`src/rtl/div_ctrl_if.sv`:
```
// Request/result bundle between the execute stage and the divide sequencer.
interface div_ctrl_if #(
  parameter int WIDTH = 32
);
  logic             start;
  logic             signed_div;
  logic [WIDTH-1:0] a;
  logic [WIDTH-1:0] b;
  logic             cancel;
  logic             stall;
  logic             busy;
  logic             done;
  logic [WIDTH-1:0] quotient;
  logic [WIDTH-1:0] remainder;

  modport master (
    output start, signed_div, a, b, cancel,
    input  stall, busy, done, quotient, remainder
  );

  modport slave (
    input  start, signed_div, a, b, cancel,
    output stall, busy, done, quotient, remainder
  );
endinterface

```
`src/rtl/div_ctrl.sv`:
```
// Multi-cycle radix-2 restoring divide sequencer with sign fix-up, stall and flush.
module div_ctrl #(
  parameter int WIDTH = 32
) (
  input  logic     clk,
  input  logic     rst,
  div_ctrl_if.slave bus
);
  localparam int CNT_W = $clog2(WIDTH + 1);

  typedef enum logic [1:0] {S_IDLE, S_CALC, S_FIX, S_DONE} state_t;

  state_t           r_state;
  logic             r_busy;
  logic             r_done;
  logic [WIDTH-1:0] r_quot;
  logic [WIDTH-1:0] r_rem_out;
  logic [CNT_W-1:0] r_cnt;
  logic [WIDTH-1:0] r_rem;
  logic [WIDTH-1:0] r_dvd;
  logic [WIDTH-1:0] r_div;
  logic             r_sign_q;
  logic             r_sign_r;

  logic             w_a_neg;
  logic             w_b_neg;
  logic [WIDTH-1:0] w_abs_a;
  logic [WIDTH-1:0] w_abs_b;
  logic [WIDTH:0]   w_shift;
  logic [WIDTH:0]   w_trial;
  logic             w_stall;

  always_comb begin
    w_a_neg = bus.signed_div & bus.a[WIDTH-1];
    w_b_neg = bus.signed_div & bus.b[WIDTH-1];
    w_abs_a = w_a_neg ? -bus.a : bus.a;
    w_abs_b = w_b_neg ? -bus.b : bus.b;
    // The dividend register doubles as the quotient shift register.
    w_shift = {r_rem, r_dvd[WIDTH-1]};
    w_trial = w_shift - {1'b0, r_div};
    w_stall = (r_busy & ~r_done) | (bus.start & ~bus.cancel & (r_state == S_IDLE));
  end

  always_ff @(posedge clk or negedge rst) begin
    if (!rst) begin
      r_state   <= S_IDLE;
      r_busy    <= 1'b0;
      r_done    <= 1'b0;
      r_quot    <= '0;
      r_rem_out <= '0;
      r_cnt     <= '0;
      r_rem     <= '0;
      r_dvd     <= '0;
      r_div     <= '0;
      r_sign_q  <= 1'b0;
      r_sign_r  <= 1'b0;
    end else begin
      r_done <= 1'b0;
      if (bus.cancel) begin
        r_state <= S_IDLE;
        r_busy  <= 1'b0;
        r_cnt   <= '0;
      end else begin
        case (r_state)
          S_IDLE: begin
            if (bus.start) begin
              r_busy <= 1'b1;
              if (bus.b == '0) begin
                r_quot    <= '1;
                r_rem_out <= bus.a;
                r_done    <= 1'b1;
                r_state   <= S_DONE;
              end else begin
                r_dvd    <= w_abs_a;
                r_div    <= w_abs_b;
                r_rem    <= '0;
                r_sign_q <= w_a_neg ^ w_b_neg;
                r_sign_r <= w_a_neg;
                r_cnt    <= CNT_W'(WIDTH);
                r_state  <= S_CALC;
              end
            end
          end
          S_CALC: begin
            r_rem <= w_trial[WIDTH] ? w_shift[WIDTH-1:0] : w_trial[WIDTH-1:0];
            r_dvd <= {r_dvd[WIDTH-2:0], ~w_trial[WIDTH]};
            r_cnt <= r_cnt - CNT_W'(1);
            if (r_cnt == CNT_W'(1)) r_state <= S_FIX;
          end
          S_FIX: begin
            r_quot    <= r_sign_q ? -r_dvd : r_dvd;
            r_rem_out <= r_sign_r ? -r_rem : r_rem;
            r_done    <= 1'b1;
            r_state   <= S_DONE;
          end
          S_DONE: begin
            r_busy  <= 1'b0;
            r_state <= S_IDLE;
          end
          default: begin
            r_busy  <= 1'b0;
            r_state <= S_IDLE;
          end
        endcase
      end
    end
  end

  always_comb begin
    bus.stall     = w_stall;
    bus.busy      = r_busy;
    bus.done      = r_done;
    bus.quotient  = r_quot;
    bus.remainder = r_rem_out;
  end
endmodule
```
`src/flat_wrapper.sv`:
```
// flat-port wrapper written by rule: the top's interface ports become plain ports
module div_ctrl_flat 
#(
  parameter int WIDTH = 32
)
  (clk, rst, bus_start, bus_signed_div, bus_a, bus_b, bus_cancel, bus_stall, bus_busy, bus_done, bus_quotient, bus_remainder);
  div_ctrl_if #(.WIDTH(WIDTH)) bus_i ();
  input  logic clk;
  input  logic rst;
  input wire logic [$bits(bus_i.start)-1:0] bus_start;
  input wire logic [$bits(bus_i.signed_div)-1:0] bus_signed_div;
  input wire logic [$bits(bus_i.a)-1:0] bus_a;
  input wire logic [$bits(bus_i.b)-1:0] bus_b;
  input wire logic [$bits(bus_i.cancel)-1:0] bus_cancel;
  output wire logic [$bits(bus_i.stall)-1:0] bus_stall;
  output wire logic [$bits(bus_i.busy)-1:0] bus_busy;
  output wire logic [$bits(bus_i.done)-1:0] bus_done;
  output wire logic [$bits(bus_i.quotient)-1:0] bus_quotient;
  output wire logic [$bits(bus_i.remainder)-1:0] bus_remainder;
  assign bus_i.start = bus_start;
  assign bus_i.signed_div = bus_signed_div;
  assign bus_i.a = bus_a;
  assign bus_i.b = bus_b;
  assign bus_i.cancel = bus_cancel;
  assign bus_stall = bus_i.stall;
  assign bus_busy = bus_i.busy;
  assign bus_done = bus_i.done;
  assign bus_quotient = bus_i.quotient;
  assign bus_remainder = bus_i.remainder;
  div_ctrl #(.WIDTH(WIDTH)) u_core (.clk(clk), .rst(rst), .bus(bus_i));
endmodule
```
`config.mk`:
```
export PLATFORM = sky130hd
export DESIGN_NAME = div_ctrl_flat
export DESIGN_NICKNAME = d
export VERILOG_FILES = /design/src/rtl/div_ctrl_if.sv /design/src/rtl/div_ctrl.sv /design/src/flat_wrapper.sv
export SDC_FILE = /design/constraint.sdc
export NUM_CORES = 1
export LEC_CHECK = 0
export ABC_AREA = 1
export CORE_UTILIZATION = 50
export CTS_CLUSTER_SIZE = 20
export DETAILED_ROUTE_END_ITERATION = 8
export PLACE_DENSITY = 0.68
export SYNTH_ARGS = -nofsm -noshare
export SYNTH_HDL_FRONTEND = slang
export SYNTH_SLANG_ARGS = --single-unit
```
`constraint.sdc`:
```
create_clock -name clk -period 2.8 [get_ports clk]
set_input_delay 0.56 -clock clk [delete_from_list [all_inputs] [get_ports clk]]
set_output_delay 0.56 -clock clk [all_outputs]
set_load 0.05 [all_outputs]
```
==> run summary <==
hold buffers post-CTS: 0
Crit. Startpoint: u_core.r_div[0]$_DFFE_PN0P_
antenna diode count: 0
Mapped Cells: 2172
Flop pwr share: 0.277
first-pass GRT wire length: 69500 microns
GRT Overall Usage: 0.312
final setup violation count: 0
Worst Reg-to-Reg Cells: 17
maxcap violations: 0
CTS tree: yes
synth unique cells: 48
total global routing overflow: 0
layout cells sized above 1: 0.0562
Ports: 136
gpl congestion: 0.948
Max rail drop VDD: 0.825 mV
combinational share of power: 0.560
class of the worst hold path: in -> async
Bufs on Longest Clock Path: 2
DIE WIDTH: 168 microns
r2r setup slk: 190 ps
Primary FF master, synth: dfrtp_1
via-per-instance ratio: 5.43
status: complete, no violations
vias in the first global route: 13200
Worst Path Required: 3130 ps
Psw: 7.42 mW
worst r2r dst: u_core.r_rem[16]$_DFFE_PN0P_
Net Count, Synth: 2284
Relative slew margins: 0.586
Post-Layout Cell Count: 2654
fin crit share: 0.933
Avg WL per Cell: 16.2 microns
synthesized area per cell: 6.36 sq um
total CTS buffers: 17
CTS H-tree depth: 4
Yosys warning count: 0
First DRT Iteration DRCs: 1405
Internal: 7.45 mW
total wire length: 43100 microns
clock latency on the worst-skew pair: 440 ps
Net Sw Frac: 0.499
CTS clk-pin slew, worst paths: 70 ps
FF-to-FF Start: u_core.r_div[0]$_DFFE_PN0P_
register bit total from synthesis: 172
WHS: 69.1 ps
DRT antenna net count: 0
crit end category: flip-flop
critical path class: reg -> reg
Critical Path AT: 2940 ps
Final #Nets: 2414
LEAKAGE: 8.44 nW
CTS root buf: clkbuf_16
EDFF count, synth: 0
post-DP HPWL: 34100 microns
# placed instances: 2624
Mapped Area: 13800 sq um
Post-DP Area: 15700 sq um
post-CTS sizing: 0
final number of hold-violating endpoints: 0
TNS Setup: 0 ps
DRC viols: 0
Tot Pwr: 14.9 mW
clock group share of total power: 0.163
Highest Clock Rate: 383 MHz
row count: 60
Area Overhead vs Synth: 17.5%
Final min period: 2610 ps
PD cells: 915 nW/um^2
Die Y-Extent: 168 microns
initial antenna violation count: 0
final instance area: 16200 sq um
commonest cells after routing, fill and taps aside: nand2_1, inv_1, nor2_1
Critical Path Start Type: flip-flop
postcts setup bufs: 0
Port Buffers: 135
RSZ-0062 raised after global routing: false
Initial Util: 0.512
TritonCTS Sinks: 172
Worst Path Max Fanout: 30
largest net degree at the start of global routing: 62
Worst Max-Slew Pin Slew: 613 ps
ys async rst share: 1.00
TritonRoute pass-1 iters: 7
core area: 27000 sq um
die area: 28300 sq um
most common cell after layout, fill and taps aside: nand2_1
sequential area share after synthesis: 0.311
max-slew violation count: 0
vias post-DR: 14400
Setup Skew: 12.5 ps
-- cells by family (layout without fill, tap and decap cells) --
logic type,count (synthesis),after routing,share of synthesized area
AND/OR/NAND/NOR,1217,1217,0.374
buffers and inverters,366,507,0.110
AO/OA/AOI/OAI,290,290,0.113
flip-flops,172,172,0.311
XOR/XNOR,84,84,0.0532
adder cells (fa/ha/maj),43,43,0.0395
-- flip-flops by register name, summed over array words and instances (netlist names), 2 cells and up --
register,cells
u_core.bus.quotient,32
u_core.bus.remainder,32
u_core.r_div,32
u_core.r_dvd,32
u_core.r_rem,32
u_core.r_cnt,6
u_core.r_state,2
-- worst max-delay path by stage --
stage                                        end  cells past startpoint  slack [ps]
floorplan                              bus_stall                      4         610
global placement     u_core.r_rem[4]$_DFFE_PN0P_                     12         150
detailed placement  u_core.r_rem[13]$_DFFE_PN0P_                     12          60
CTS                 u_core.r_rem[13]$_DFFE_PN0P_                     18         200
global route        u_core.r_rem[22]$_DFFE_PN0P_                     18          10
finish              u_core.r_rem[16]$_DFFE_PN0P_                     17         190
-- per-layer routing --
metal | vias up | share of wire | GRT usage
met5 | - | 0 | 0
met4 | 0 | 0.018 | 0.0818
met3 | 47 | 0.073 | 0.0494
met2 | 530 | 0.42 | 0.465
met1 | 6709 | 0.48 | 0.466
li1 | 7136 | - | -
-- worst max-delay path: stages, from the launching register on --
cell and delay [ps]:
dfrtp_1 490, ha_1 290, fa_1 410, inv_1 90, nand2_1 50, nand2_1 70
nand3_1 90, nand2_2 130, nand2_2 80, nand2_4 80, nand2_4 60, nand2_4 70
nand2_2 50, nand2_1 110, buf_12 200, nand2_1 90, nand3_1 80, nand2_1 60
-- cell type report --
type / count / area, sq um
Tap cell: 341 / 427
Inverter: 296 / 1110
Timing Repair Buffer: 181 / 1820
Fill cell: 2631 / 10800
Sequential cell: 172 / 4300
Multi-Input combinational cell: 1634 / 8000
Clock inverter: 10 / 144
Clock buffer: 20 / 437
-- synth_stat cells, types with 20 or more instances --
cell | n | area [sq um]
nor2_1 | 211 | 792
nor3_1 | 22 | 110
inv_1 | 287 | 1080
xor2_1 | 62 | 543
o21ai_1 | 20 | 100
a21oi_1 | 89 | 445
dfrtp_1 | 172 | 4300
nand4_1 | 22 | 138
nand3_1 | 184 | 921
buf_2 | 21 | 105
xnor2_1 | 22 | 193
clkbuf_1 | 26 | 97.6
nand2_1 | 713 | 2680
ha_1 | 42 | 526
o21ai_0 | 138 | 691
-- stage by stage --
step,setup slack (ps),utilization
final,187,0.601
after global routing,13.4,0.601
after CTS,204,0.601
after detailed placement,64.0,0.580
after global placement,149,0.580
after floorplan,614,-
-- power by group through the flow --
| stage | Combinational, mW | Clock (mW) | Sequential (mW) |
|---|---|---|---|
| floorplan | 4.44 | 0 | 5.28 |
| global placement | 8.13 | 0 | 4.11 |
| detailed placement | 8.21 | 0 | 4.13 |
| CTS | 8.27 | 2.47 | 4.10 |
| global route | 9.16 | 2.56 | 4.22 |
| finish | 8.33 | 2.43 | 4.11 |
Note: power is estimated with default switching activity, not from simulation.
